===== config.mk =====
export PLATFORM = sky130hd
export DESIGN_NAME = grid_mem_ctl_flat
export DESIGN_NICKNAME = d
export VERILOG_FILES = /design/src/rtl/grid_mem_ctl_if.sv /design/src/rtl/grid_mem_ctl.sv /design/src/flat_wrapper.sv
export SDC_FILE = /design/constraint.sdc
export NUM_CORES = 1
export LEC_CHECK = 0
export BUFFER_PORTS_ARGS = -buffer_cell sky130_fd_sc_hd__buf_2
export CORE_MARGIN = 2
export CORE_UTILIZATION = 30
export CTS_CLUSTER_SIZE = 28
export DETAILED_ROUTE_END_ITERATION = 10
export PLACE_DENSITY = 0.55
export SLEW_MARGIN = 20
export SYNTH_ARGS = -nofsm -noshare
export SYNTH_HDL_FRONTEND = slang
export SYNTH_SLANG_ARGS = --single-unit

===== constraint.sdc =====
create_clock -name clk -period 4.3 [get_ports clk]
set_clock_uncertainty 0.1 [all_clocks]
set_input_delay 0.215 -clock clk [delete_from_list [all_inputs] [get_ports clk]]
set_output_delay 0.215 -clock clk [all_outputs]
set_load 0.02 [all_outputs]

===== src/rtl/grid_mem_ctl_if.sv =====
// Bus between the game-logic FSM / VGA renderer and grid_mem_ctl.
// Port A read/write, port B read-only, plus clear/collapse engine control.
interface grid_mem_ctl_if #(
  parameter int DATA_WIDTH = 10,
  parameter int ADDR_WIDTH = 5
);
  logic [DATA_WIDTH-1:0] data_a;
  logic [ADDR_WIDTH-1:0] addr_a;
  logic                  we_a;
  logic [DATA_WIDTH-1:0] q_a;
  logic [ADDR_WIDTH-1:0] addr_b;
  logic [DATA_WIDTH-1:0] q_b;
  logic                  clr_start;
  logic                  col_start;
  logic [ADDR_WIDTH-1:0] col_row;
  logic                  busy;
  logic                  done;
  logic                  row_full;
  logic [ADDR_WIDTH-1:0] row_full_idx;

  modport master (
    output data_a, addr_a, we_a, addr_b, clr_start, col_start, col_row,
    input  q_a, q_b, busy, done, row_full, row_full_idx
  );

  modport slave (
    input  data_a, addr_a, we_a, addr_b, clr_start, col_start, col_row,
    output q_a, q_b, busy, done, row_full, row_full_idx
  );
endinterface


===== src/rtl/grid_mem_ctl.sv =====
// Playfield row RAM with depth bounding, clear engine and line-collapse engine.
// Optional full-row detect strobe enabled by macro GRID_ROW_FULL_DETECT_EN.
module grid_mem_ctl #(
  parameter int DATA_WIDTH = 10,
  parameter int ADDR_WIDTH = 5,
  parameter int DEPTH      = 20
) (
  input  logic          clk,
  input  logic          rst,
  grid_mem_ctl_if.slave bus
);

  localparam logic [ADDR_WIDTH:0]   LP_DEPTH = (ADDR_WIDTH + 1)'(DEPTH);
  localparam logic [ADDR_WIDTH-1:0] LP_LAST  = ADDR_WIDTH'(DEPTH - 1);
  localparam logic [ADDR_WIDTH-1:0] LP_ONE   = ADDR_WIDTH'(1);

  typedef enum logic [2:0] {
    S_IDLE,
    S_CLR,
    S_COL_RD,
    S_COL_WR,
    S_FIN
  } state_t;

  state_t                r_state;
  state_t                w_state_nxt;
  logic [ADDR_WIDTH-1:0] r_idx;
  logic [ADDR_WIDTH-1:0] w_idx_nxt;
  logic [DATA_WIDTH-1:0] r_buf;
  logic [DATA_WIDTH-1:0] w_buf_nxt;

  logic [DATA_WIDTH-1:0] r_mem [DEPTH] = '{default: '0};
  logic [DATA_WIDTH-1:0] r_q_a;
  logic [DATA_WIDTH-1:0] r_q_b;

  logic                  w_busy;
  logic                  w_a_ok;
  logic                  w_b_ok;
  logic                  w_col_ok;
  logic                  w_a_acc;
  logic                  w_eng_we;
  logic [ADDR_WIDTH-1:0] w_eng_addr;
  logic [DATA_WIDTH-1:0] w_eng_data;
  logic                  w_we;
  logic [ADDR_WIDTH-1:0] w_waddr;
  logic [DATA_WIDTH-1:0] w_wdata;

  assign w_busy   = (r_state == S_CLR) || (r_state == S_COL_RD) || (r_state == S_COL_WR);
  assign w_a_ok   = {1'b0, bus.addr_a}  < LP_DEPTH;
  assign w_b_ok   = {1'b0, bus.addr_b}  < LP_DEPTH;
  assign w_col_ok = {1'b0, bus.col_row} < LP_DEPTH;
  assign w_a_acc  = bus.we_a && !w_busy && w_a_ok;

  // Engine and port A never write together: port A is locked out while busy.
  assign w_we    = w_eng_we | w_a_acc;
  assign w_waddr = w_eng_we ? w_eng_addr : bus.addr_a;
  assign w_wdata = w_eng_we ? w_eng_data : bus.data_a;

  always_ff @(posedge clk or posedge rst) begin
    if (rst) begin
      r_state <= S_IDLE;
      r_idx   <= '0;
      r_buf   <= '0;
    end else begin
      // NOTE: non-blocking assignments so every register samples pre-edge values.
      r_state <= w_state_nxt;
      r_idx   <= w_idx_nxt;
      r_buf   <= w_buf_nxt;
    end
  end

  always_comb begin
    // NOTE: defaults first so no path leaves a signal unassigned (no latches).
    w_state_nxt = r_state;
    w_idx_nxt   = r_idx;
    w_buf_nxt   = r_buf;
    w_eng_we    = 1'b0;
    w_eng_addr  = r_idx;
    w_eng_data  = '0;
    case (r_state)
      S_IDLE: begin
        if (bus.clr_start) begin
          w_state_nxt = S_CLR;
          w_idx_nxt   = '0;
        end else if (bus.col_start && w_col_ok) begin
          w_state_nxt = S_COL_RD;
          w_idx_nxt   = bus.col_row;
        end
      end
      S_CLR: begin
        w_eng_we = 1'b1;
        if (r_idx == LP_LAST) w_state_nxt = S_FIN;
        else                  w_idx_nxt   = r_idx + LP_ONE;
      end
      S_COL_RD: begin
        if (r_idx == '0) begin
          w_eng_we    = 1'b1;
          w_state_nxt = S_FIN;
        end else begin
          w_buf_nxt   = r_mem[r_idx - LP_ONE];
          w_state_nxt = S_COL_WR;
        end
      end
      S_COL_WR: begin
        w_eng_we    = 1'b1;
        w_eng_data  = r_buf;
        w_idx_nxt   = r_idx - LP_ONE;
        w_state_nxt = S_COL_RD;
      end
      S_FIN:   w_state_nxt = S_IDLE;
      default: w_state_nxt = S_IDLE;
    endcase
  end

  // NOTE: the array has no reset; clearing it is the clear engine's job.
  always_ff @(posedge clk) begin
    if (w_we) r_mem[w_waddr] <= w_wdata;
  end

  // Both read ports are write-first against the single shared write path.
  always_ff @(posedge clk or posedge rst) begin
    if (rst) begin
      r_q_a <= '0;
      r_q_b <= '0;
    end else begin
      if (!w_a_ok)                          r_q_a <= '0;
      else if (w_we && w_waddr == bus.addr_a) r_q_a <= w_wdata;
      else                                  r_q_a <= r_mem[bus.addr_a];

      if (!w_b_ok)                          r_q_b <= '0;
      else if (w_we && w_waddr == bus.addr_b) r_q_b <= w_wdata;
      else                                  r_q_b <= r_mem[bus.addr_b];
    end
  end

  assign bus.q_a  = r_q_a;
  assign bus.q_b  = r_q_b;
  assign bus.busy = w_busy;
  assign bus.done = (r_state == S_FIN);

`ifdef GRID_ROW_FULL_DETECT_EN
  logic                  r_row_full;
  logic [ADDR_WIDTH-1:0] r_row_full_idx;

  always_ff @(posedge clk or posedge rst) begin
    if (rst) begin
      r_row_full     <= 1'b0;
      r_row_full_idx <= '0;
    end else begin
      r_row_full <= w_a_acc && (&bus.data_a);
      if (w_a_acc && (&bus.data_a)) r_row_full_idx <= bus.addr_a;
    end
  end

  assign bus.row_full     = r_row_full;
  assign bus.row_full_idx = r_row_full_idx;
`else
  assign bus.row_full     = 1'b0;
  assign bus.row_full_idx = '0;
`endif

endmodule


===== src/flat_wrapper.sv =====
// flat-port wrapper written by rule: the top's interface ports become plain ports
module grid_mem_ctl_flat 
#(
  parameter int DATA_WIDTH = 10,
  parameter int ADDR_WIDTH = 5,
  parameter int DEPTH      = 20
)
  (clk, rst, bus_data_a, bus_addr_a, bus_we_a, bus_addr_b, bus_clr_start, bus_col_start, bus_col_row, bus_q_a, bus_q_b, bus_busy, bus_done, bus_row_full, bus_row_full_idx);
  grid_mem_ctl_if #(.DATA_WIDTH(DATA_WIDTH), .ADDR_WIDTH(ADDR_WIDTH)) bus_i ();
  input  logic clk;
  input  logic rst;
  input wire logic [$bits(bus_i.data_a)-1:0] bus_data_a;
  input wire logic [$bits(bus_i.addr_a)-1:0] bus_addr_a;
  input wire logic [$bits(bus_i.we_a)-1:0] bus_we_a;
  input wire logic [$bits(bus_i.addr_b)-1:0] bus_addr_b;
  input wire logic [$bits(bus_i.clr_start)-1:0] bus_clr_start;
  input wire logic [$bits(bus_i.col_start)-1:0] bus_col_start;
  input wire logic [$bits(bus_i.col_row)-1:0] bus_col_row;
  output wire logic [$bits(bus_i.q_a)-1:0] bus_q_a;
  output wire logic [$bits(bus_i.q_b)-1:0] bus_q_b;
  output wire logic [$bits(bus_i.busy)-1:0] bus_busy;
  output wire logic [$bits(bus_i.done)-1:0] bus_done;
  output wire logic [$bits(bus_i.row_full)-1:0] bus_row_full;
  output wire logic [$bits(bus_i.row_full_idx)-1:0] bus_row_full_idx;
  assign bus_i.data_a = bus_data_a;
  assign bus_i.addr_a = bus_addr_a;
  assign bus_i.we_a = bus_we_a;
  assign bus_i.addr_b = bus_addr_b;
  assign bus_i.clr_start = bus_clr_start;
  assign bus_i.col_start = bus_col_start;
  assign bus_i.col_row = bus_col_row;
  assign bus_q_a = bus_i.q_a;
  assign bus_q_b = bus_i.q_b;
  assign bus_busy = bus_i.busy;
  assign bus_done = bus_i.done;
  assign bus_row_full = bus_i.row_full;
  assign bus_row_full_idx = bus_i.row_full_idx;
  grid_mem_ctl #(.DATA_WIDTH(DATA_WIDTH), .ADDR_WIDTH(ADDR_WIDTH), .DEPTH(DEPTH)) u_core (.clk(clk), .rst(rst), .bus(bus_i));
endmodule

### After elaboration in Yosys (flattened, before gate mapping)

Memories as Yosys holds them, arrays and structs flattened. A register that Yosys moved wholly into a read port is not among the register bits.
Cells that the tools add are included.

| cells by class | value |
|---|---|
| add/subtract/negate cells | 2 |
| multiply operators | 0 |
| div/mod/pow operators | 0 |
| magnitude comparators | 3 |
| equal/unequal tests | 10 |
| shift-type cells | 0 |
| muxes and demuxes | 20 |
| bitwise operators | 2 |
| reduce and logical (&&, ||, !) cells | 15 |

Operators with widths:

| cell | number |
|---|---|
| two-way mux 10 bit | 6 |
| two-way mux 5 bit | 4 |
| < comparator 5 bit (second input constant) | 3 |
| case mux 5 bit (3 select lines) | 1 |
| two-way mux 3 bit | 4 |
| case mux 3 bit (4 select lines) | 1 |
| == test 5 bit | 2 |
| == test 3 x 2 -> 1 bit (second input constant) | 2 |
| adder 5 x 1 -> 5 bit (second input constant) | 1 |
| == test 5 bit (second input constant) | 1 |
| logical AND 1 bit | 5 |
| logical NOT 5 bit | 1 |
| subtractor 5 x 1 -> 5 bit (second input constant) | 1 |
| inequality test 2 bit (second input constant) | 2 |
| AND reduction 2 bit | 2 |
| == test 3 x 1 -> 1 bit (second input constant) | 1 |
| == test 3 bit (second input constant) | 1 |
| logical NOT 3 bit | 1 |
| two-way mux 1 bit | 3 |
| inequality test 3 x 2 -> 1 bit (second input constant) | 1 |
| AND reduction 3 bit | 1 |
| nonzero test 3 bit | 1 |
| logical OR 1 bit | 2 |
| case mux 1 bit (2 select lines) | 1 |
| 4 further kinds | 4 |

| storage, ports and cells | value |
|---|---|
| flip-flop bits (word level) | 28 |
| latch bits | 0 |
| RAM bits | 200 |
| bits in read-only memories | 0 |
| input port bits | 30 |
| output and inout port bits | 28 |
| memories | 1 |

Memory list:

| name | depth | bits a word | read ports | clocked after Yosys merged registers in | wr ports | RTL line | text |
|---|---|---|---|---|---|---|---|
| u_core.r_mem | 20 | 10 | 3 | 1 | 1 | grid_mem_ctl.sv:32 | `logic [DATA_WIDTH-1:0] r_mem [DEPTH] = '{default: '0};` |

### Logic depth before layout (Yosys ltp)

Gate-level depths: netlist of run 1.

| logic depth | value |
|---|---|
| depth after elaboration | 10 |
| gate-level depth with buffers | 14 |

### Least setup slack after synthesis of run 1

OpenSTA, ideal clock, no wires.

| path | value |
|---|---|
| path kind | reg2reg |
| from | reg u_core.r_idx[0] |
| to | mem u_core.r_mem[10][0] (enable) |
| arrival time | 2.864 ns |
| required time | 3.824 ns |
| path slack | 0.959 ns |
| stages on the path, launching flop included | 12 |
| path buffers | 5 |
| period minus slack after synthesis | 3.341 ns |
| path through | dfrtp_1 -> buf_2 -> buf_2 -> buf_4 -> buf_2 -> inv_1 -> ha_1 -> nor4b_4 -> a31oi_4 -> clkbuf_1 -> o32a_1 -> nor2_1 |

| between the ends | value |
|---|---|
| cells in the longest elaborated chain, start to end | 6 |

RTL lines:

| element | RTL line | text |
|---|---|---|
| start: declaration | grid_mem_ctl.sv:27 | `logic [ADDR_WIDTH-1:0] r_idx;` |
| start signal: assignment | grid_mem_ctl.sv:67 | `r_idx <= w_idx_nxt;` |
| logical NOT 5 bit | grid_mem_ctl.sv:96 | `if (r_idx == '0) begin` |
| two-way mux 1 bit | grid_mem_ctl.sv:96 |  |
| case mux 1 bit (2 select lines) | grid_mem_ctl.sv:80 | `case (r_state)` |
| bitwise OR 1 bit | grid_mem_ctl.sv:55 | `assign w_we = w_eng_we \| w_a_acc;` |
| two-way mux 1 bit | grid_mem_ctl.sv:117 | `if (w_we) r_mem[w_waddr] <= w_wdata;` |
| two-way mux 1 bit (implied by the code) | grid_mem_ctl.sv:117 |  |
| end: declaration | grid_mem_ctl.sv:32 |  |

Several ways; a longest one is shown, not always the timed one.

### Worst setup path in the final report of run 1

| path | value |
|---|---|
| from | reg u_core.r_idx[0] |
| to | reg u_core.r_q_b[9] (netlist: u_core.bus.q_b[9]) |

| between the ends | value |
|---|---|
| cells in the longest elaborated chain, start to end | 8 |

RTL lines:

| element | RTL line | text |
|---|---|---|
| logical NOT 5 bit | grid_mem_ctl.sv:96 |  |
| two-way mux 1 bit | grid_mem_ctl.sv:96 |  |
| case mux 1 bit (2 select lines) | grid_mem_ctl.sv:80 |  |
| two-way mux 5 bit | grid_mem_ctl.sv:56 | `assign w_waddr = w_eng_we ? w_eng_addr : bus.addr_a;` |
| == test 5 bit | grid_mem_ctl.sv:131 | `else if (w_we && w_waddr == bus.addr_b) r_q_b <= w_wdata;` |
| logical AND 1 bit | grid_mem_ctl.sv:131 |  |
| two-way mux 10 bit * | grid_mem_ctl.sv:131 |  |
| two-way mux 10 bit * | grid_mem_ctl.sv:130 | `if (!w_b_ok) r_q_b <= '0;` |
| end signal: assignment | grid_mem_ctl.sv:131 |  |
| end signal: assignment | grid_mem_ctl.sv:132 | `else r_q_b <= r_mem[bus.addr_b];` |
| end: declaration | grid_mem_ctl.sv:34 | `logic [DATA_WIDTH-1:0] r_q_b;` |

Every way passes the cells marked *; elsewhere a longest branch is shown, timed or not.
A chain may end at the register's enable or synchronous reset.

==> qor.csv, run 1 <==
stage,metric,value,unit
finish,Layout Cell Area excl Fill,15170,µm²
sta,Final min period,3.233,ns
finish,post-route core utilization,35.22,%
synth,combinational family with the most area after synthesis,multiplexers,
place,post-detail-place hpwl,26420,µm
critical_path,highest cell delay on the worst timing path,0.66,ns
place,placement-stage worst setup slack,1.046,ns
drt,number of DRC violations after detailed routing,0,
synth,main flop type after synthesis,edfxtp_1,
critical_path,Crit path buffers/inverters,1,
sta,final worst-path setup slack,1.067,ns
sta,Final period util,75.18,%
floorplan,standard cell core area,43080,µm²
synth,post-synthesis cell type count,53,
synth,adder and majority gate portion of the synthesized area,0.2866,%
synth,combined area of all synthesized cells,13100,µm²
critical_path,WP data arrival,3.54,ns
critical_path,"Max stage delay cell, worst path",nand4_1,
floorplan,Die Ht,212.9,µm
clock_network,number of resized instances in the post-cts repair step,0,
global_route,vias in the first global route,8522,
synth,Yosys warning count,0,
pwr,leakage,0.005166,µW
clock_network,total clock buffers created by CTS,26,
clock_network,Skew-Pair Late Insertion Delay,0.56,ns
hold_path,class of the tightest hold or removal check,input port to flip-flop,
synth,simple-gate share of the synthesized area,5.598,%
synth,post-synthesis xor/xnor area fraction,0.9362,%
clock_network,Clock Tree Buf Depth,3,
critical_path,crit path capture type,flip-flop,
clock_network,maximum level of the CTS H-tree,1,
place,global placement routability congestion,0.8810,
clock_network,number of clock sinks seen by CTS,238,
floorplan,die outline width,212.9,µm
sta,unrepaired setup endpoints after global routing,false,
synth,"EDFF count, synth",200,
outcome,run status,completed,
finish,number of nets at the end of the flow,930,
sta,endpoints failing hold,0,
synth,area fraction of the dominant cell type after synthesis,45.85,%
drt,Routed Wire Length,39960,µm
global_route,combined global-route utilization of all metal layers,17.72,%
global_route,largest net degree at the start of global routing,45,
synth,"Async S/R FF share, synth",15.97,%
finish,area growth from synthesis to final layout,15.84,%
finish,diode insertion count for antenna repair,0,
place,placed cell areas,14210,µm²
synth,part of the Yosys area used for sequential elements,53.11,%
clock_network,CTS tree,yes,
critical_path,critical setup path kind,flip-flop to flip-flop,
critical_path,gate family responsible for the most delay along the worst path,simple AND/OR/NAND/NOR gates,
drt,number of DRC markers in iteration 0,937,
critical_path,chain of cells forming the critical path,"inv_1, ha_2, or4b_4, nor2_4, a21oi_1, xnor2_1, nand4_1, mux2i_1",
critical_path,kind of launch point of the worst setup path,flip-flop,
place,port bufs,51,
synth,Synth Area in Compound Gates,6.935,%
sta,Total Neg Setup Slack,0,ns
critical_path,CP Data Required Time,4.61,ns
synth,number of standard cells after synthesis,832,
critical_path,Crit path depth,8,
synth,"FF+latch count, synth",238,
sta,total setup violations reported at the end of the flow,0,
drt,count of antenna-violating nets left after detailed routing,0,
floorplan,number of top-level pins,58,
sta,count of pins over their slew limit,0,
pwr,total power density per cell area,672.1,nW/µm²
finish,ratio of cells with drive above 1 in the final layout,34.35,%
run,maxcap violations,0,
hold_path,number of cells on the worst hold path,2,
sta,Worst Tran Pin Value,1.202,ns
drt,Avg WL per Cell,26.60,µm
critical_path,CP max FO,9,
global_route,global route total overflow,0,
floorplan,initial core utilization,30.41,%
clock_network,root buffer selected by CTS,clkbuf_16,
drt,Avg Vias per Cell,5.646,
pwr,Pwr Total,10200,µW
synth,cell type with the largest total area after synthesis,edfxtp_1,
pwr,Worst IR Drop VDD,326.4,µV
synth,Syn Area/Cell,15.74,µm²
floorplan,die footprint,45350,µm²
sta,worst relative slew slack,19.57,%
sta,highest attainable clock frequency,0.3093,GHz
drt,via total after detailed routing,8480,
critical_path,flop-to-flop setup slack,1.07,ns
clock_network,"Clk pin slew, worst setup/hold paths",0.06,ns
synth,top area cells in the synthesized netlist,"edfxtp_1, mux4_2, dfrtp_1",
synth,proportion of synthesized area in mux cells,29.86,%
global_route,global-route wire length before repair,57810,µm
drt,iteration count of the initial detailed-routing pass,7,
floorplan,standard-cell row count,76,
global_route,number of antenna violations at the first check in global routing,0,
critical_path,FF-to-FF path depth,8,
-- cell families after synthesis --
group	count (synthesis)
muxes	202
and+or+nand+nor	156
adders and majority gates	3
buffers and inverters	88
AOI/OAI and AO/OA	130
xor gates and xnor gates	14
other	1
DFF	238
-- Yosys cell counts (8+ instances only) --
cell type	instances
nor2_1	83
nor3_1	14
a311oi_1	10
nand2_1	28
mux4_2	150
inv_1	8
buf_2	26
a21oi_1	36
xnor2_1	10
mux2i_1	42
buf_1	15
a211oi_1	22
a22oi_1	20
mux2_2	10
edfxtp_1	200
o21ai_0	14
clkbuf_1	25
a22o_1	13
buf_4	10
dfrtp_1	38
-- layout make-up --
type                    instances  area (µm²)
inverters                       8       30.03
well taps                     585       732.0
multi-input cells             511        5786
fillers                      4080       27900
clock buffers                  30       675.6
flip-flops and latches        238        6960
repair buffers                112       798.3
clock inverters                18       190.2
-- registers in the layout, indices dropped and copies added (netlist names) --
name            count
u_core.r_idx        5
u_core.bus.q_a     10
u_core.r_state      3
u_core.bus.q_b     10
u_core.r_buf       10
u_core.r_mem      200
-- cells in the final DEF (no fill, tap or decap), types with 6 or more instances in the layout --
| master | Yosys | routed |
|---|---|---|
| a21oi_1 | 36 | 36 |
| a211oi_1 | 22 | 22 |
| nor3_1 | 14 | 14 |
| nor2_1 | 83 | 82 |
| a311oi_1 | 10 | 10 |
| a22oi_1 | 20 | 20 |
| mux2_2 | 10 | 10 |
| edfxtp_1 | 200 | 200 |
| clkbuf_16 | 0 | 26 |
| buf_2 | 26 | 49 |
| clkinv_1 | 0 | 9 |
| a22o_1 | 13 | 13 |
| inv_1 | 8 | 8 |
| o21ai_0 | 14 | 14 |
| nor2b_1 | 7 | 7 |
| dlygate4sd3_1 | 0 | 9 |
| conb_1 | 1 | 6 |
| mux4_2 | 150 | 150 |
| nand2_1 | 28 | 28 |
| dfrtp_1 | 38 | 37 |
| buf_4 | 10 | 50 |
| mux2i_1 | 42 | 42 |
| xnor2_1 | 10 | 8 |
-- per-stage QoR --
stage,hold WS (ns),std cells
floorplan,0.2780,837
global placement,0.2889,1444
detailed placement,0.2875,1445
CTS,0.08773,1502
global route,0.1098,1502
finish,0.1113,1502
-- per-layer routing --
metal	share of wire, %	vias up	global-route usage (%)
li1	-	3532	-
met5	0	-	0
met2	49	401	28.57
met4	3.2	0	6.053
met3	7.7	63	3.677
met1	41	4484	23.84
-- final timing paths --
check / from / to
worst min-delay path: bus_data_a[1] / u_core.r_mem[19][1]
worst max-delay path: u_core.r_idx[0] / u_core.bus.q_b[9]
worst min register to register: u_core.r_buf[5] / u_core.r_buf[5]
worst max register to register: u_core.r_idx[0] / u_core.bus.q_b[9]
max in group asynchronous: rst / u_core.r_idx[0]
min in group asynchronous: rst / u_core.r_state[0]
-- power by group --
group          leakage [µW]  internal [µW]  total (µW)  switching (µW)
registers           0.00230           3230        3490             258
logic               0.00244           1800        4420            2620
clock network      0.000424           1360        2290             932
-- worst register-to-register path, delay by kind of cell, from the launching register on --
family                   cells  cell delay (ns)
AO/OA/AOI/OAI                1             0.11
multiplexers                 1             0.59
XOR/XNOR                     1             0.19
AND/OR/NAND/NOR              3             1.29
flip-flops                   1             0.47
buffers and inverters        1             0.13
adder cells (fa/ha/maj)      1             0.21
-- timing repair --
item,in CTS,in global routing
endpoints found under the setup margin,0,0
hold buffers,9,0
endpoints found under the hold margin,45,0
buffers inserted,0,0
No activity file was read; power rests on OpenSTA's default activity.
==> run 2, diff against run 1 <==
--- a/config.mk
+++ b/config.mk
@@ -5,6 +5,7 @@
 export SDC_FILE = /design/constraint.sdc
 export NUM_CORES = 1
 export LEC_CHECK = 0
+export ABC_AREA = 1
 export BUFFER_PORTS_ARGS = -buffer_cell sky130_fd_sc_hd__buf_2
 export CORE_MARGIN = 2
 export CORE_UTILIZATION = 30
==> constraint.sdc (replaced) <==
create_clock -name clk -period 3.3 [get_ports clk]
set_clock_uncertainty 0.1 [all_clocks]
set_input_delay 0.165 -clock clk [delete_from_list [all_inputs] [get_ports clk]]
set_output_delay 0.165 -clock clk [all_outputs]
set_load 0.02 [all_outputs]
==> run 2 against run 1 <==
Combinational power up 40%. Die area is 5.7% higher. Final cell count increased by 57%. Sequential cell count did not move. Critical path depth rose by 2. Critical endpoint is now u_core.r_buf[4]. Largest cell class unchanged.
==> qor.csv, run 2 <==
stage,metric,value,unit,change
outcome,run status,completed,,unchanged
sta,Total Neg Setup Slack,0,ns,unchanged
finish,diode insertion count for antenna repair,0,,unchanged
critical_path,chain of cells forming the critical path,"inv_1, ha_2, buf_12, buf_4, o21ai_0, o211ai_1, o211ai_1, nand3_1, nand3_1, o21ai_1",,"was inv_1, ha_2, or4b_4, nor2_4, a21oi_1, xnor2_1, nand4_1, mux2i_1"
clock_network,Clock Tree Buf Depth,3,,unchanged
synth,main flop type after synthesis,edfxtp_1,,unchanged
synth,post-synthesis cell type count,40,,was 53
place,global placement routability congestion,0.8905,,was 0.8810
finish,most used cells in the layout excluding fill and tap cells,"nand2_1, o21ai_0, nand3_1, edfxtp_1, nor2_1",,"was edfxtp_1, mux4_2, nor2_1"
critical_path,"Max stage delay cell, worst path",dfrtp_1,,was nand4_1
sta,total setup violations reported at the end of the flow,0,,unchanged
pwr,logic gate share of total power,46.1,%,was 43.3%
finish,flip-flop count of the largest register after layout,200,,unchanged
pwr,leakage,0.006146,µW,was 0.005166 µW
global_route,vias in the first global route,12418,,was 8522
synth,number of standard cells after synthesis,1707,,was 832
finish,register containing the most flip-flops in the final layout,u_core.r_mem,,unchanged
finish,number of nets at the end of the flow,1768,,was 930
drt,iteration count of the initial detailed-routing pass,6,,was 7
critical_path,kind of launch point of the worst setup path,flip-flop,,unchanged
synth,part of the Yosys area used for sequential elements,50.21,%,was 53.11%
synth,Yosys warning count,0,,unchanged
floorplan,Die Ht,218.9,µm,was 212.9 µm
synth,most used standard cell by instance count after synthesis,nand2_1,,was edfxtp_1
synth,"EDFF count, synth",200,,unchanged
clock_network,number of resized instances in the post-cts repair step,0,,unchanged
floorplan,die outline width,218.9,µm,was 212.9 µm
sta,worst relative slew slack,26.56,%,was 19.57%
run,maxcap violations,0,,unchanged
clock_network,Skew-Pair Late Insertion Delay,0.57,ns,was 0.56 ns
clock_network,number of clock sinks seen by CTS,238,,unchanged
sta,Final min period,2.798,ns,was 3.233 ns
critical_path,CP Data Required Time,3.70,ns,was 4.61 ns
synth,combined area of all synthesized cells,13860,µm²,was 13100 µm²
floorplan,standard-cell row count,78,,was 76
sta,Final period util,84.78,%,was 75.18%
clock_network,"Clk pin slew, worst setup/hold paths",0.06,ns,about the same
critical_path,critical setup path kind,flip-flop to flip-flop,,unchanged
sta,highest attainable clock frequency,0.3574,GHz,was 0.3093 GHz
pwr,part of the total power dissipated in the clock network,22.6,%,was 22.5%
sta,count of pins over their slew limit,0,,unchanged
drt,Avg Vias per Cell,5.664,,was 5.646
synth,cell type with the largest total area after synthesis,edfxtp_1,,unchanged
global_route,combined global-route utilization of all metal layers,22.00,%,was 17.72%
sta,Worst Tran Pin Value,1.100,ns,was 1.202 ns
critical_path,CP max FO,64,,was 9
pwr,total power density per cell area,846.2,nW/µm²,was 672.1 nW/µm²
drt,number of DRC markers in iteration 0,1992,,was 937
synth,"Async S/R FF share, synth",15.97,%,unchanged
pwr,Worst IR Drop VDD,567.2,µV,was 326.4 µV
synth,top area cells in the synthesized netlist,"edfxtp_1, o21ai_0, nand2_1",,"was edfxtp_1, mux4_2, dfrtp_1"
global_route,number of antenna violations at the first check in global routing,0,,unchanged
place,post-detail-place hpwl,34340,µm,was 26420 µm
pwr,switching pwr,6089,µW,was 3807 µW
finish,area growth from synthesis to final layout,14.71,%,was 15.84%
clock_network,CTS tree,yes,,unchanged
drt,via total after detailed routing,13351,,was 8480
finish,post-route core utilization,34.95,%,was 35.22%
floorplan,number of top-level pins,58,,unchanged
place,port bufs,51,,unchanged
pwr,sw frac,45.27,%,was 37.33%
finish,Filler Cells Inserted,4690,,was 4080
clock_network,maximum level of the CTS H-tree,1,,unchanged
floorplan,die footprint,47920,µm²,was 45350 µm²
synth,Syn Area/Cell,8.117,µm²,was 15.74 µm²
sta,endpoints failing hold,0,,unchanged
critical_path,crit path capture type,flip-flop,,unchanged
global_route,largest net degree at the start of global routing,149,,was 45
clock_network,root buffer selected by CTS,clkbuf_16,,unchanged
hold_path,class of the tightest hold or removal check,input port to flip-flop,,unchanged
pwr,internal cell power,7361,µW,was 6391 µW
floorplan,initial core utilization,30.47,%,was 30.41%
global_route,global route total overflow,0,,unchanged
drt,count of antenna-violating nets left after detailed routing,0,,unchanged
drt,Routed Wire Length,53670,µm,was 39960 µm
finish,"most common cell after layout, fill and taps aside",nand2_1,,was edfxtp_1
clock_network,number of post-CTS setup repair buffers,0,,unchanged
drt,number of DRC violations after detailed routing,0,,unchanged
pwr,share of total power in sequential cells,31.3,%,was 34.2%
finish,ratio of cells with drive above 1 in the final layout,11.21,%,was 34.35%
sta,unrepaired setup endpoints after global routing,false,,unchanged
sta,hold slack final,0.1157,ns,was 0.1113 ns
synth,"FF+latch count, synth",238,,unchanged
drt,Avg WL per Cell,22.77,µm,was 26.60 µm
clock_network,total clock buffers created by CTS,29,,was 26
global_route,global-route wire length before repair,78860,µm,was 57810 µm
critical_path,WP data arrival,3.19,ns,was 3.54 ns
critical_path,highest cell delay on the worst timing path,0.43,ns,was 0.66 ns
synth,leading post-synthesis cells by instance count,"nand2_1, o21ai_0, edfxtp_1, nand3_1, nor2_1",,"was edfxtp_1, mux4_2, nor2_1"
synth,area fraction of the dominant cell type after synthesis,43.34,%,was 45.85%
floorplan,standard cell core area,45480,µm²,was 43080 µm²
-- run 2: what timing repair did --
| item | 4_1_cts | 5_1_grt |
|---|---|---|
| endpoints found under the setup margin | 0 | 0 |
| endpoints found under the hold margin | 26 | 0 |
| hold buffers | 8 | 0 |
-- run 2: per-layer routing --
layer | vias up | GRT usage, % | share of wire, % | routed length, µm
met3 | 155 | 2.675 | 9.8 | 5233
met1 | 6346 | 29.90 | 40 | 21730
met5 | - | 0 | 0 | 0
met2 | 830 | 34.62 | 45 | 24050
met4 | 0 | 10.95 | 4.9 | 2649
li1 | 6020 | - | - | -
-- run 2: path summary, 6_finish.rpt --
check | from | slack, ns | depth (start not counted) | to
setup / recovery | u_core.r_idx[1] | 0.50 | 10 | u_core.r_buf[4]
min in group asynchronous | rst | 0.33 | 3 | u_core.r_buf[8]
hold reg to reg | u_core.r_buf[8] | 0.44 | 2 | u_core.r_buf[8]
max in group asynchronous | rst | 1.90 | 4 | u_core.bus.q_a[5]
setup reg to reg | u_core.r_idx[1] | 0.50 | 10 | u_core.r_buf[4]
hold / removal | bus_data_a[8] | 0.12 | 3 | u_core.r_mem[10][8]
-- run 2: power groups by stage --
stage / clock network, µW / logic (µW) / registers [µW]
after global placement: 0 / 6010 / 4250
final: 3040 / 6200 / 4210
after global routing: 3180 / 6630 / 4240
after floorplan: 0 / 3610 / 4290
after detailed placement: 0 / 6050 / 4260
after CTS: 3080 / 6070 / 4200
-- run 2: through the flow --
step                area (µm²)  setup WS (ns)  cells  power [µW]
floorplan                13870         0.1465   1712        7905
global placement         14910         0.6349   2296       10260
detailed placement       14920         0.5711   2296       10300
CTS                      15890         0.5509   2357       13340
global route             15890         0.2222   2357       14050
finish                   15890         0.5021   2357       13450
-- run 2: logic make-up (layout without fill, tap and decap cells) --
group                    after synthesis  after routing  synth area share, %
AO/OA/AOI/OAI                        519            519                20.42
flip-flops                           238            238                50.21
XOR/XNOR                               3              3               0.1897
other                                  1              6              0.02706
buffers and inverters                235            280                6.917
adder cells (fa/ha/maj)                3              3               0.2709
AND/OR/NAND/NOR                      708            708                21.97
-- run 2: worst max-delay path, delay by kind of cell, from the launching register on --
family | cells | cell delay (ns)
adders and majority gates | 1 | 0.39
buffers and inverters | 3 | 0.84
DFF | 1 | 0.43
AOI/OAI and AO/OA | 4 | 0.72
and+or+nand+nor | 2 | 0.19
-- run 2: area by class of cell --
type / instances / area (µm²) / share of cell area [%]
flip-flops and latches: 238 / 6960 / 43.79
clock inverters: 8 / 46.29 / 0.2913
clock buffers: 45 / 847.1 / 5.329
inverters: 105 / 395.4 / 2.488
repair buffers: 122 / 888.4 / 5.589
multi-input cells: 1239 / 6006 / 37.79
well taps: 600 / 750.7 / 4.723
==> run 3, diff against run 2 <==
==> constraint.sdc (replaced) <==
create_clock -name clk -period 2.8 [get_ports clk]
set_clock_uncertainty 0.1 [all_clocks]
set_input_delay 0.14 -clock clk [delete_from_list [all_inputs] [get_ports clk]]
set_output_delay 0.14 -clock clk [all_outputs]
set_load 0.02 [all_outputs]
==> run 3 against run 2 <==
Combinational power grew 26%. Die area is the same. Design area grew 2.4%. Critical path type unchanged.
==> qor.csv, run 3 (synthesis gave the netlist of run 2 again) <==
stage,metric,value,unit,change
critical_path,r2r startpoint,u_core.r_idx[1],,unchanged
floorplan,standard-cell row count,78,,unchanged
sta,total setup violations reported at the end of the flow,0,,unchanged
drt,Avg Vias per Cell,5.687,,was 5.664
clock_network,Clock Tree Buf Depth,3,,unchanged
hold_path,number of cells on the worst hold path,7,,was 3
clock_network,number of clock sinks seen by CTS,238,,unchanged
drt,Avg WL per Cell,23.13,µm,was 22.77 µm
critical_path,kind of launch point of the worst setup path,flip-flop,,unchanged
sta,worst relative slew slack,40.05,%,was 26.56%
drt,count of antenna-violating nets left after detailed routing,0,,unchanged
global_route,combined global-route utilization of all metal layers,22.30,%,was 22.00%
critical_path,highest cell delay on the worst timing path,0.57,ns,was 0.43 ns
drt,number of DRC markers in iteration 0,1929,,was 1992
hold_path,class of the tightest hold or removal check,input port to flip-flop,,unchanged
critical_path,CP Data Required Time,3.16,ns,was 3.70 ns
global_route,vias in the first global route,12174,,was 12418
clock_network,number of post-CTS setup repair buffers,0,,unchanged
pwr,share of total power in sequential cells,29.5,%,was 31.3%
finish,Filler Cells Inserted,4650,,was 4690
clock_network,maximum level of the CTS H-tree,1,,unchanged
pwr,internal cell power,9335,µW,was 7361 µW
finish,most used cells in the layout excluding fill and tap cells,"nand2_1, o21ai_0, edfxtp_1",,"was nand2_1, o21ai_0, nand3_1, edfxtp_1, nor2_1"
finish,register containing the most flip-flops in the final layout,u_core.r_mem,,unchanged
sta,Worst Tran Pin Value,0.8992,ns,was 1.100 ns
hold_path,end point of the worst hold path,u_core.bus.q_b[8],,was u_core.r_mem[10][8]
finish,number of nets at the end of the flow,1764,,was 1768
critical_path,FF-to-FF path depth,9,,was 10
critical_path,CP max FO,32,,was 64
sta,highest attainable clock frequency,0.3714,GHz,was 0.3574 GHz
finish,diode insertion count for antenna repair,0,,unchanged
sta,Final min period,2.693,ns,was 2.798 ns
drt,iteration count of the initial detailed-routing pass,6,,unchanged
pwr,sw frac,44.59,%,was 45.27%
critical_path,Most Frequent Cell on Critical Path,o21ai_0,,
sta,Final period util,96.17,%,was 84.78%
global_route,largest net degree at the start of global routing,155,,was 149
critical_path,gate family responsible for the most delay along the worst path,compound AO/OA/AOI/OAI gates,,was buffers and inverters
clock_network,CTS tree,yes,,unchanged
floorplan,standard cell core area,45480,µm²,unchanged
sta,unrepaired setup endpoints after global routing,false,,unchanged
global_route,global-route wire length before repair,79850,µm,was 78860 µm
sta,final worst-path setup slack,0.1073,ns,was 0.5021 ns
critical_path,flop-to-flop setup slack,0.11,ns,was 0.50 ns
outcome,run status,completed,,unchanged
pwr,Worst IR Drop VDD,855.2,µV,was 567.2 µV
critical_path,"Max stage delay cell, worst path",ha_2,,was dfrtp_1
pwr,part of the total power dissipated in the clock network,24.2,%,was 22.6%
clock_network,"Clk pin slew, worst setup/hold paths",0.06,ns,about the same
drt,number of DRC violations after detailed routing,0,,unchanged
floorplan,die footprint,47920,µm²,unchanged
floorplan,number of top-level pins,58,,unchanged
floorplan,initial core utilization,30.47,%,unchanged
critical_path,WP data arrival,3.05,ns,was 3.19 ns
place,placement-stage worst setup slack,0.1893,ns,was 0.5711 ns
pwr,switching pwr,7511,µW,was 6089 µW
floorplan,die outline width,218.9,µm,unchanged
finish,post-route core utilization,35.77,%,was 34.95%
sta,Total Neg Setup Slack,0,ns,unchanged
pwr,total power density per cell area,1035,nW/µm²,was 846.2 nW/µm²
finish,area growth from synthesis to final layout,17.42,%,was 14.71%
finish,ratio of cells with drive above 1 in the final layout,13.01,%,was 11.21%
pwr,logic gate share of total power,46.4,%,was 46.1%
clock_network,Skew-Pair Late Insertion Delay,0.56,ns,was 0.57 ns
global_route,number of antenna violations at the first check in global routing,1,,was 0
hold_path,hold_sp,bus_data_a[8],,unchanged
place,global placement routability congestion,0.9446,,was 0.8905
critical_path,end of the worst register-to-register path,u_core.r_buf[7],,was u_core.r_buf[4]
critical_path,crit path capture type,flip-flop,,unchanged
floorplan,Die Ht,218.9,µm,unchanged
critical_path,Crit path buffers/inverters,2,,was 3
clock_network,total clock buffers created by CTS,28,,was 29
sta,count of pins over their slew limit,0,,unchanged
critical_path,critical setup path kind,flip-flop to flip-flop,,unchanged
clock_network,root buffer selected by CTS,clkbuf_16,,unchanged
sta,endpoints failing hold,0,,unchanged
place,post-detail-place hpwl,37510,µm,was 34340 µm
finish,flip-flop count of the largest register after layout,200,,unchanged
pwr,leakage,0.006203,µW,was 0.006146 µW
drt,Routed Wire Length,54400,µm,was 53670 µm
critical_path,chain of cells forming the critical path,"inv_1, ha_2, buf_4, o21ai_0, o21ai_0, o211ai_1, nand3_1, nand3_1, o21ai_0",,"was inv_1, ha_2, buf_12, buf_4, o21ai_0, o211ai_1, o211ai_1, nand3_1, nand3_1, o21ai_1"
place,port bufs,51,,unchanged
global_route,global route total overflow,0,,unchanged
run,maxcap violations,0,,unchanged
drt,via total after detailed routing,13375,,was 13351
finish,"most common cell after layout, fill and taps aside",nand2_1,,unchanged
run 3: cell count changes in the layout (fill, tap and decap cells not counted), sizes merged:
cell,before,now
buf,114,111
bufinv,0,7
clkbuf,45,30
clkinv,12,13
clkinvlp,0,3
inv,101,103
run 3: power groups by stage:
stage,clock network (µW),logic [µW],registers (µW)
2_1_floorplan,0,4500,5060
3_3_place_gp,0,7600,5020
3_5_place_dp,0,7600,5030
4_1_cts,4120,7630,4960
5_1_grt,4260,8350,5000
6_report,4070,7810,4970
run 3: worst reg2reg max path, delay by kind of cell, from the launching register on:
| family | cells | cell delay (ns) |
|---|---|---|
| buf+inv | 2 | 0.51 |
| compound gates | 4 | 0.81 |
| simple gates | 2 | 0.18 |
| flops | 1 | 0.42 |
| fa+ha+maj | 1 | 0.58 |
run 3: through the flow:
stage | area, µm² | total power, µW | cells | hold slack (ns)
final | 16270 | 16850 | 2352 | 0.04359
after global routing | 16270 | 17610 | 2352 | 0.08236
after CTS | 16270 | 16700 | 2352 | 0.03918
after detailed placement | 15160 | 12630 | 2293 | 0.2007
after global placement | 15160 | 12620 | 2293 | 0.1885
after floorplan | 14070 | 9552 | 1712 | 0.1730
run 3: what timing repair did:
action,CTS,global route
hold buffers,8,0
setup endpoints to repair,0,5
gates resized for setup,0,1
endpoints found under the hold margin,46,0
run 3: how the worst max path moves through the flow:
stage / startpoint / end / slack (ns) / cells past startpoint
4_1_cts: u_core.r_idx[0] / u_core.r_mem[4][5] / 0.17 / 10
5_1_grt: u_core.r_idx[1] / u_core.r_buf[4] / 0.0009 / 9
3_5_place_dp: u_core.r_idx[0] / u_core.r_mem[18][0] / 0.19 / 10
3_3_place_gp: u_core.r_idx[0] / u_core.r_mem[18][0] / 0.22 / 10
2_1_floorplan: u_core.r_idx[0] / u_core.r_mem[3][0] / 0.007 / 13
6_report: u_core.r_idx[1] / u_core.r_buf[7] / 0.11 / 9
run 3: area by class of cell:
class	count	area, µm²	share of cell area (%)
inverter	105	395.4	2.430
sequential	238	6960	42.78
clock inverter	21	295.3	1.815
timing repair buffer	119	944.7	5.806
clock buffer	30	729.5	4.484
multi-input combinational	1239	6193	38.07
tap	600	750.7	4.614
run 3: per-layer routing:
metal,vias to the layer above,track usage (%),wire [µm]
li1,6033,-,-
met1,6450,29.55,21640
met2,787,36.57,25510
met3,105,4.380,5456
met4,0,7.185,1794
met5,-,0,0
